<file path="src/rtl/quadrature_paddle.sv">
// Quadrature paddle decoder: 2-flop sync, optional debounce, Gray decode, step accumulator, saturating position.
// Define QUADRATURE_DEBOUNCE_EN to insert a per-channel debounce filter of DEBOUNCE_CYCLES cycles.
module quadrature_paddle #(
    parameter int unsigned DEBOUNCE_CYCLES = 255,
    parameter int unsigned COUNTS_PER_STEP = 4,
    parameter int unsigned PADDLE_MAX      = 12,
    parameter int unsigned PADDLE_INIT     = 6
) (
    input  logic       clk32mhz,
    input  logic       reset,
    input  logic       enc_a,
    input  logic       enc_b,
    input  logic       err_clr,
    output logic       step_up,
    output logic       step_down,
    output logic [3:0] position,
    output logic       err
);

    localparam int unsigned PW = 4;
    localparam int unsigned AW = 4;
    localparam int unsigned DW = 8;

    localparam logic signed [AW-1:0] ACC_TOP  = AW'(COUNTS_PER_STEP - 1);
    localparam logic signed [AW-1:0] ACC_BOT  = -ACC_TOP;
    localparam logic [PW-1:0]        POS_MAX  = PW'(PADDLE_MAX);
    localparam logic [PW-1:0]        POS_INIT = PW'(PADDLE_INIT);

    // Elaboration-time parameter range checks
    if (DEBOUNCE_CYCLES == 0 || DEBOUNCE_CYCLES > 255) begin : g_bad_debounce
        $error("DEBOUNCE_CYCLES out of range 1..255");
    end
    if (COUNTS_PER_STEP == 0 || COUNTS_PER_STEP > 8) begin : g_bad_counts
        $error("COUNTS_PER_STEP out of range 1..8");
    end
    if (PADDLE_MAX == 0 || PADDLE_MAX > 15 || PADDLE_INIT > PADDLE_MAX) begin : g_bad_paddle
        $error("PADDLE_MAX/PADDLE_INIT out of range");
    end

    // Bit 1 carries channel A, bit 0 channel B
    logic [1:0] sync_q1;
    logic [1:0] sync_q2;
    logic       a_f;
    logic       b_f;

    always_ff @(posedge clk32mhz) begin
        if (reset) begin
            sync_q1 <= 2'b00;
            sync_q2 <= 2'b00;
        end else begin
            sync_q1 <= {enc_a, enc_b};
            sync_q2 <= sync_q1;
        end
    end

`ifdef QUADRATURE_DEBOUNCE_EN
    // Filtered value follows the sync output only after DEBOUNCE_CYCLES consecutive differing cycles
    logic [1:0]    filt;
    logic [DW-1:0] db_cnt [2];

    always_ff @(posedge clk32mhz) begin
        if (reset) begin
            filt <= 2'b00;
            for (int i = 0; i < 2; i++) db_cnt[i] <= '0;
        end else begin
            for (int i = 0; i < 2; i++) begin
                if (sync_q2[i] == filt[i]) begin
                    db_cnt[i] <= '0;
                end else if (db_cnt[i] == DW'(DEBOUNCE_CYCLES - 1)) begin
                    filt[i]   <= sync_q2[i];
                    db_cnt[i] <= '0;
                end else begin
                    db_cnt[i] <= db_cnt[i] + DW'(1);
                end
            end
        end
    end

    assign a_f = filt[1];
    assign b_f = filt[0];
`else
    assign a_f = sync_q2[1];
    assign b_f = sync_q2[0];
`endif

    logic [1:0]           prev;
    logic [1:0]           arm_cnt;
    logic signed [AW-1:0] acc;

    logic                 armed_c;
    logic                 fwd_c;
    logic                 rev_c;
    logic                 ill_c;
    logic signed [AW-1:0] acc_nxt;
    logic                 up_nxt;
    logic                 dn_nxt;
    logic [PW-1:0]        pos_nxt;
    logic                 err_nxt;

    // Gray-code transition decode and step accumulation
    always_comb begin
        fwd_c   = 1'b0;
        rev_c   = 1'b0;
        ill_c   = 1'b0;
        acc_nxt = acc;
        up_nxt  = 1'b0;
        dn_nxt  = 1'b0;
        pos_nxt = position;
        err_nxt = err;
        armed_c = (arm_cnt == 2'd3);

        case ({prev, a_f, b_f})
            4'b00_01, 4'b01_11, 4'b11_10, 4'b10_00: fwd_c = armed_c;
            4'b00_10, 4'b10_11, 4'b11_01, 4'b01_00: rev_c = armed_c;
            4'b00_11, 4'b11_00, 4'b01_10, 4'b10_01: ill_c = armed_c;
            default: ;
        endcase

        if (fwd_c) begin
            if (acc == ACC_TOP) begin
                acc_nxt = '0;
                up_nxt  = 1'b1;
            end else begin
                acc_nxt = acc + 4'sd1;
            end
        end else if (rev_c) begin
            if (acc == ACC_BOT) begin
                acc_nxt = '0;
                dn_nxt  = 1'b1;
            end else begin
                acc_nxt = acc - 4'sd1;
            end
        end

        if (up_nxt && position != POS_MAX) pos_nxt = position + PW'(1);
        if (dn_nxt && position != '0)      pos_nxt = position - PW'(1);

        // A coincident illegal transition takes priority over the clear
        if (ill_c)        err_nxt = 1'b1;
        else if (err_clr) err_nxt = 1'b0;
    end

    always_ff @(posedge clk32mhz) begin
        if (reset) begin
            prev      <= 2'b00;
            arm_cnt   <= 2'd0;
            acc       <= '0;
            step_up   <= 1'b0;
            step_down <= 1'b0;
            position  <= POS_INIT;
            err       <= 1'b0;
        end else begin
            prev      <= {a_f, b_f};
            if (arm_cnt != 2'd3) arm_cnt <= arm_cnt + 2'd1;
            acc       <= acc_nxt;
            step_up   <= up_nxt;
            step_down <= dn_nxt;
            position  <= pos_nxt;
            err       <= err_nxt;
        end
    end

endmodule

</file>
<file path="config.mk">
export PLATFORM = sky130hd
export DESIGN_NAME = quadrature_paddle
export DESIGN_NICKNAME = d
export VERILOG_FILES = /design/src/rtl/quadrature_paddle.sv
export SDC_FILE = /design/constraint.sdc
export NUM_CORES = 1
export LEC_CHECK = 0
export ABC_AREA = 1
export CORE_ASPECT_RATIO = 1.2
export CORE_UTILIZATION = 50
export DETAILED_ROUTE_END_ITERATION = 8
export PLACE_DENSITY = 0.72
export SLEW_MARGIN = 15
export SYNTH_ARGS = -nofsm -noshare
export SYNTH_HDL_FRONTEND = slang
export SYNTH_SLANG_ARGS = --single-unit
</file>
<file path="constraint.sdc">
create_clock -name clk32mhz -period 2.3 [get_ports clk32mhz]
set_input_delay 0.46 -clock clk32mhz [delete_from_list [all_inputs] [get_ports clk32mhz]]
set_output_delay 0.46 -clock clk32mhz [all_outputs]
set_load 0.01 [all_outputs]
</file>
==> results.toml, run 1 <==
[cts]
cts_buffer_depth = 2
cts.htree.levels = 1
clk_latency_ps = 300
cts_setup_buffers = 0
root_buffer = "clkbuf_4"
cts_made_buffers = 3
cts_resized = 0
path_clk_slew_ps = 120
cts_sinks = 19
holdBufCountCts = 0
tritoncts = "done"

[timing]
slew_violations = 0
period_minus_slack_ps = 2048
fin_hold_ws_ps = 409.1
slew_headroom_pct = 81.43
final.setup_skew_ps = 2.329
rsz0062_at_grt = "no"
fin_setup_tns_ps = 0
max_freq_mhz = 488.4
finalWorstSetupSlack_ps = 252.4
post-route-period-util_pct = 89.03
worst_pin_slew_ps = 278.2
hold_viol_final = 0
setup_viol = 0

[power]
swShare_pct = 26.91
p_clk_share_pct = 29.5
p_per_area_nw_per_um2 = 500.6
intPower_w = 0.0004381
p_total_w = 0.0005994
pwr-share-seq_pct = 59.1
power.leakage_nw = 0.5057
netSwitchingPower_w = 0.0001613
peakVddDrop_mv = 0.4580
comb_power_share_pct = 11.3

[yosys]
syn_area_um2 = 1035
synth-main-ff-cell = "dfxtp_1"
ys_seq_elements = 19
synth_cells = 137
ys_types = 25
synth_enable_flop_cells = 0
ys_seq_area_share_pct = 36.76
ys_warn_count = 0
avgSynthCellArea_um2 = 7.553
synth-async-reset-ratio_pct = 0
syn_nets = 149

[min_path]
hold_class = "flop to flop"
holdPathStages = 2

[grt]
grt.overflow.total = 0
grt_max_degree = 13
grt_pass1_wl_um = 3560
first_global_vias = 881
track_usage_pct = 21.12
grt_antenna_before_repair = 0

[die]
die_h_um = 51.83
core_area_um2 = 1893
die-area_um2 = 2256
initial_core_util_pct = 54.66
rows = 17
die_w_um = 43.53
pin_count = 12

[place]
dp_hpwl_um = 1553
place_congestion = 0.8282
io_buffer_count = 11
pre_cts_slack_ps = 280.7
place_area_um2 = 1167

[critical_path]
end_kind = "flop"
cp-startpoint = "arm_cnt[0]"
r2r_cells = 13
cp_max_fo = 5
worstSetupPathType = "flop to flop"
crit_path_start_kind = "flop"
arrival_ps = 2290
cp.required_ps = 2550
r2r_end = "position[3]"
r2r_setup_slack_ps = 250
critical_path.endpoint = "position[3]"
r2r-start = "arm_cnt[0]"

[finish]
area_growth_pct = 15.72
nets = 164
final_area_um2 = 1197
num-fill-cells = 178
drive_gt1_share_pct = 13.91
diodes = 0

[drt]
dr.pass1.iters = 6
drc = 2
wl_um = 1974
wl_per_cell_um = 11.61
vias = 886
ant_nets = 0
avgViaCountPerCell = 5.212
drtIter0Drc = 14

[status]
violations = "DRC"
status = "finished with violations"

[run]
drv_cap = 0
==> layer usage <==
metal | wire length [µm] | GRT usage (%)
met1 | 856 | 23.59
met2 | 1054 | 41.16
met3 | 50 | 2.083
met4 | 12 | 6.250
met5 | 0 | 0
==> worst min-delay path by stage <==
stage                  to       start
2_1_floorplan  sync_q2[0]  sync_q1[0]
3_3_place_gp   sync_q2[0]  sync_q1[0]
3_5_place_dp   sync_q2[0]  sync_q1[0]
4_1_cts        sync_q2[0]  sync_q1[0]
5_1_grt        sync_q2[0]  sync_q1[0]
6_report       sync_q2[0]  sync_q1[0]
==> through the flow <==
| stage | utilization, % | instances |
|---|---|---|
| global route | 63.25 | 170 |
| finish | 63.25 | 170 |
| CTS | 63.25 | 170 |
| global placement | 61.67 | 166 |
| floorplan | - | 137 |
| detailed placement | 61.67 | 166 |
==> worst max-delay path, stage by stage (launching register included) <==
cell and delay, ps:
dfxtp_1 380, ha_1 270, nand3_2 130, nor2_4 160
nand3_4 110, inv_1 100, ha_1 270, a21oi_1 130
nand2_1 80, nand4_1 110, nand3_1 90, nand2_1 60
inv_1 30, nor2_1 80
==> power groups by stage <==
stage | Clock [W] | Sequential, W | Combinational (W)
2_1_floorplan | 0 | 0.000358 | 0.0000508
3_3_place_gp | 0 | 0.000360 | 0.0000640
3_5_place_dp | 0 | 0.000362 | 0.0000680
4_1_cts | 0.000181 | 0.000354 | 0.0000687
5_1_grt | 0.000194 | 0.000357 | 0.0000788
6_report | 0.000177 | 0.000354 | 0.0000679
==> cell usage in the layout (no fill, tap or decap), drive strengths merged <==
master,netlist,layout
nor2,22,22
ha,6,6
xnor2,3,3
a21oi,11,11
clkbuf,1,3
nand3,10,10
xor2,1,1
nand4,2,2
a31oi,1,1
nand2,21,21
o21ai,9,9
clkinvlp,0,1
fa,1,1
buf,1,1
o221ai,1,1
dfxtp,19,19
clkdlybuf4s50,0,11
nor3,1,1
inv,25,25
o211ai,2,2
==> cell usage after synthesis (2+ instances only) <==
library cell | count | share of area [%]
ha_1 | 6 | 7.3
inv_2 | 5 | 1.8
nand4_1 | 2 | 1.2
nand2_1 | 16 | 5.8
o211ai_1 | 2 | 1.5
a21oi_1 | 11 | 5.3
nor2_4 | 3 | 3.3
nand3_2 | 2 | 1.9
inv_1 | 20 | 7.3
nand3_1 | 7 | 3.4
nor2_1 | 19 | 6.9
xnor2_1 | 3 | 2.5
nand2_2 | 4 | 2.4
dfxtp_1 | 19 | 37
o21ai_0 | 8 | 3.9
==> flip-flops by register name, summed over array words and instances, names as in the netlist <==
register,cells
step_up,1
sync_q2,2
prev,2
acc,4
step_down,1
position,4
sync_q1,2
err,1
arm_cnt,2
==> layout make-up <==
class / count / area (µm²) / share of cell area [%]
clock buffers: 3 / 22.52 / 1.881
clock inverters: 1 / 7.507 / 0.6270
inverters: 25 / 93.84 / 7.837
multi-input cells: 91 / 551.8 / 46.08
flip-flops and latches: 19 / 380.4 / 31.77
well taps: 19 / 23.77 / 1.985
repair buffers: 12 / 117.6 / 9.822
==> kinds of logic (layout without fill, tap and decap cells) <==
family                     count (synthesis)  count (layout)  share of synthesized area, %
and+or+nand+nor                           56              56                         28.17
buffers and inverters                     27              41                         9.915
DFF                                       19              19                         36.76
xor gates and xnor gates                   4               4                         3.386
adders and majority gates                  7               7                         9.190
AOI/OAI and AO/OA                         24              24                         12.58
No activity file was read; power rests on OpenSTA's default activity.
==> run 2, diff against run 1 <==
CORE_UTILIZATION = 46   (was 50)
PLACE_DENSITY = 0.68   (was 0.72)
==> results.toml, run 2 (synthesis results as in run 1) <==
[finish]
top_regs = "acc x4, position x4"
final_cell_mix = "20 x inv_1, 19 x nor2_1, 19 x dfxtp_1"
final_area_um2 = 1214
nets = 164
area_growth_pct = 17.29
utilization_pct = 57.95
num-fill-cells = 191
layout_commonest_cell = "inv_1"
drive_gt1_share_pct = 14.57
diodes = 0

[critical_path]
arrival_ps = 2300
cp.required_ps = 2550
cp_max_fo = 5
worstSetupPathType = "flop to flop"
end_kind = "flop"
crit_path_start_kind = "flop"
r2r_setup_slack_ps = 260
r2r_cells = 13

[die]
initial_core_util_pct = 49.40
rows = 18
die-area_um2 = 2444
pin_count = 12
die_h_um = 53.96
core_area_um2 = 2095
die_w_um = 45.30

[grt]
grt_antenna_before_repair = 0
grt_max_degree = 13
grt_pass1_wl_um = 3367
first_global_vias = 847
grt.overflow.total = 0
track_usage_pct = 19.26

[timing]
fin_setup_tns_ps = 0
final.setup_skew_ps = 4.570
rsz0062_at_grt = "no"
slew_headroom_pct = 82.06
max_freq_mhz = 489.5
period_minus_slack_ps = 2043
slew_violations = 0
setup_viol = 0
worst_pin_slew_ps = 267.0
post-route-period-util_pct = 88.83
fin_hold_ws_ps = 414.0
hold_viol_final = 0

[cts]
cts.htree.levels = 1
cts_buffer_depth = 2
cts_made_buffers = 3
clk_latency_ps = 310
root_buffer = "clkbuf_4"
cts_sinks = 19
path_clk_slew_ps = 120
tritoncts = "done"

[power]
power.leakage_nw = 0.5035
p_total_w = 0.0005995
p_per_area_nw_per_um2 = 494.0
peakVddDrop_mv = 0.3913

[drt]
drtIter0Drc = 11
dr.pass1.iters = 4
vias = 896
avgViaCountPerCell = 4.950
drc = 0
ant_nets = 0
wl_um = 1933
wl_per_cell_um = 10.68

[place]
place_area_um2 = 1181
dp_hpwl_um = 1486
place_congestion = 0.7538
io_buffer_count = 11

[status]
status = "completed"

[min_path]
hold_class = "flop to flop"
holdPathStages = 2

[run]
drv_cap = 0
==> run 2: final timing paths <==
check	to	from
max	position[3]	arm_cnt[0]
min	sync_q2[0]	sync_q1[0]
max reg2reg	position[3]	arm_cnt[0]
min reg2reg	sync_q2[0]	sync_q1[0]
==> run 2: where the power goes <==
part	internal [W]	switching, W	leakage (nW)	total (W)
Clock	0.0000664	0.000112	0.0139	0.000179
Combinational	0.0000291	0.0000371	0.335	0.0000663
Sequential	0.000343	0.0000113	0.155	0.000354
Total	0.000439	0.000161	0.503	0.000599
==> run 2: per-layer routing <==
layer | share of wire [%] | vias up | GRT usage (%)
li1 | - | 468 | -
met1 | 45 | 399 | 21.93
met2 | 49 | 24 | 34.30
met3 | 3.9 | 5 | 2.013
met4 | 2.3 | 0 | 11.11
met5 | 0 | - | 0
==> run 2: final cells by class <==
cell class / count / area (µm²) / area share, %
clock buffer: 3 / 22.52 / 1.856
clock inverter: 1 / 7.507 / 0.6186
inverter: 25 / 93.84 / 7.732
multi-input combinational: 91 / 554.3 / 45.67
sequential: 19 / 380.4 / 31.34
tap: 30 / 37.54 / 3.093
timing repair buffer: 12 / 117.6 / 9.691
==> run 2: timing repair <==
item                                    in CTS  in global routing
resized for setup                            0                  1
endpoints found under the setup margin       0                  1
hold buffers                                 0                  0
buffers inserted                             0                  0
==> run 2: metrics by stage <==
step / instances / worst slack, ps
after floorplan: 137 / 467.4
after global placement: 177 / 352.9
after detailed placement: 177 / 252.3
after CTS: 181 / 217.0
after global routing: 181 / 23.71
final: 181 / 257.0
==> run 2: critical path: stages, from the launching register on <==
cell	delay (ps)
dfxtp_1	380
ha_2	240
nand3_2	100
nor2_4	160
nand3_4	120
inv_1	110
ha_1	270
a21oi_1	150
nand2_1	90
nand4_1	120
nand3_1	100
nand2_1	60
inv_1	30
nor2_1	80
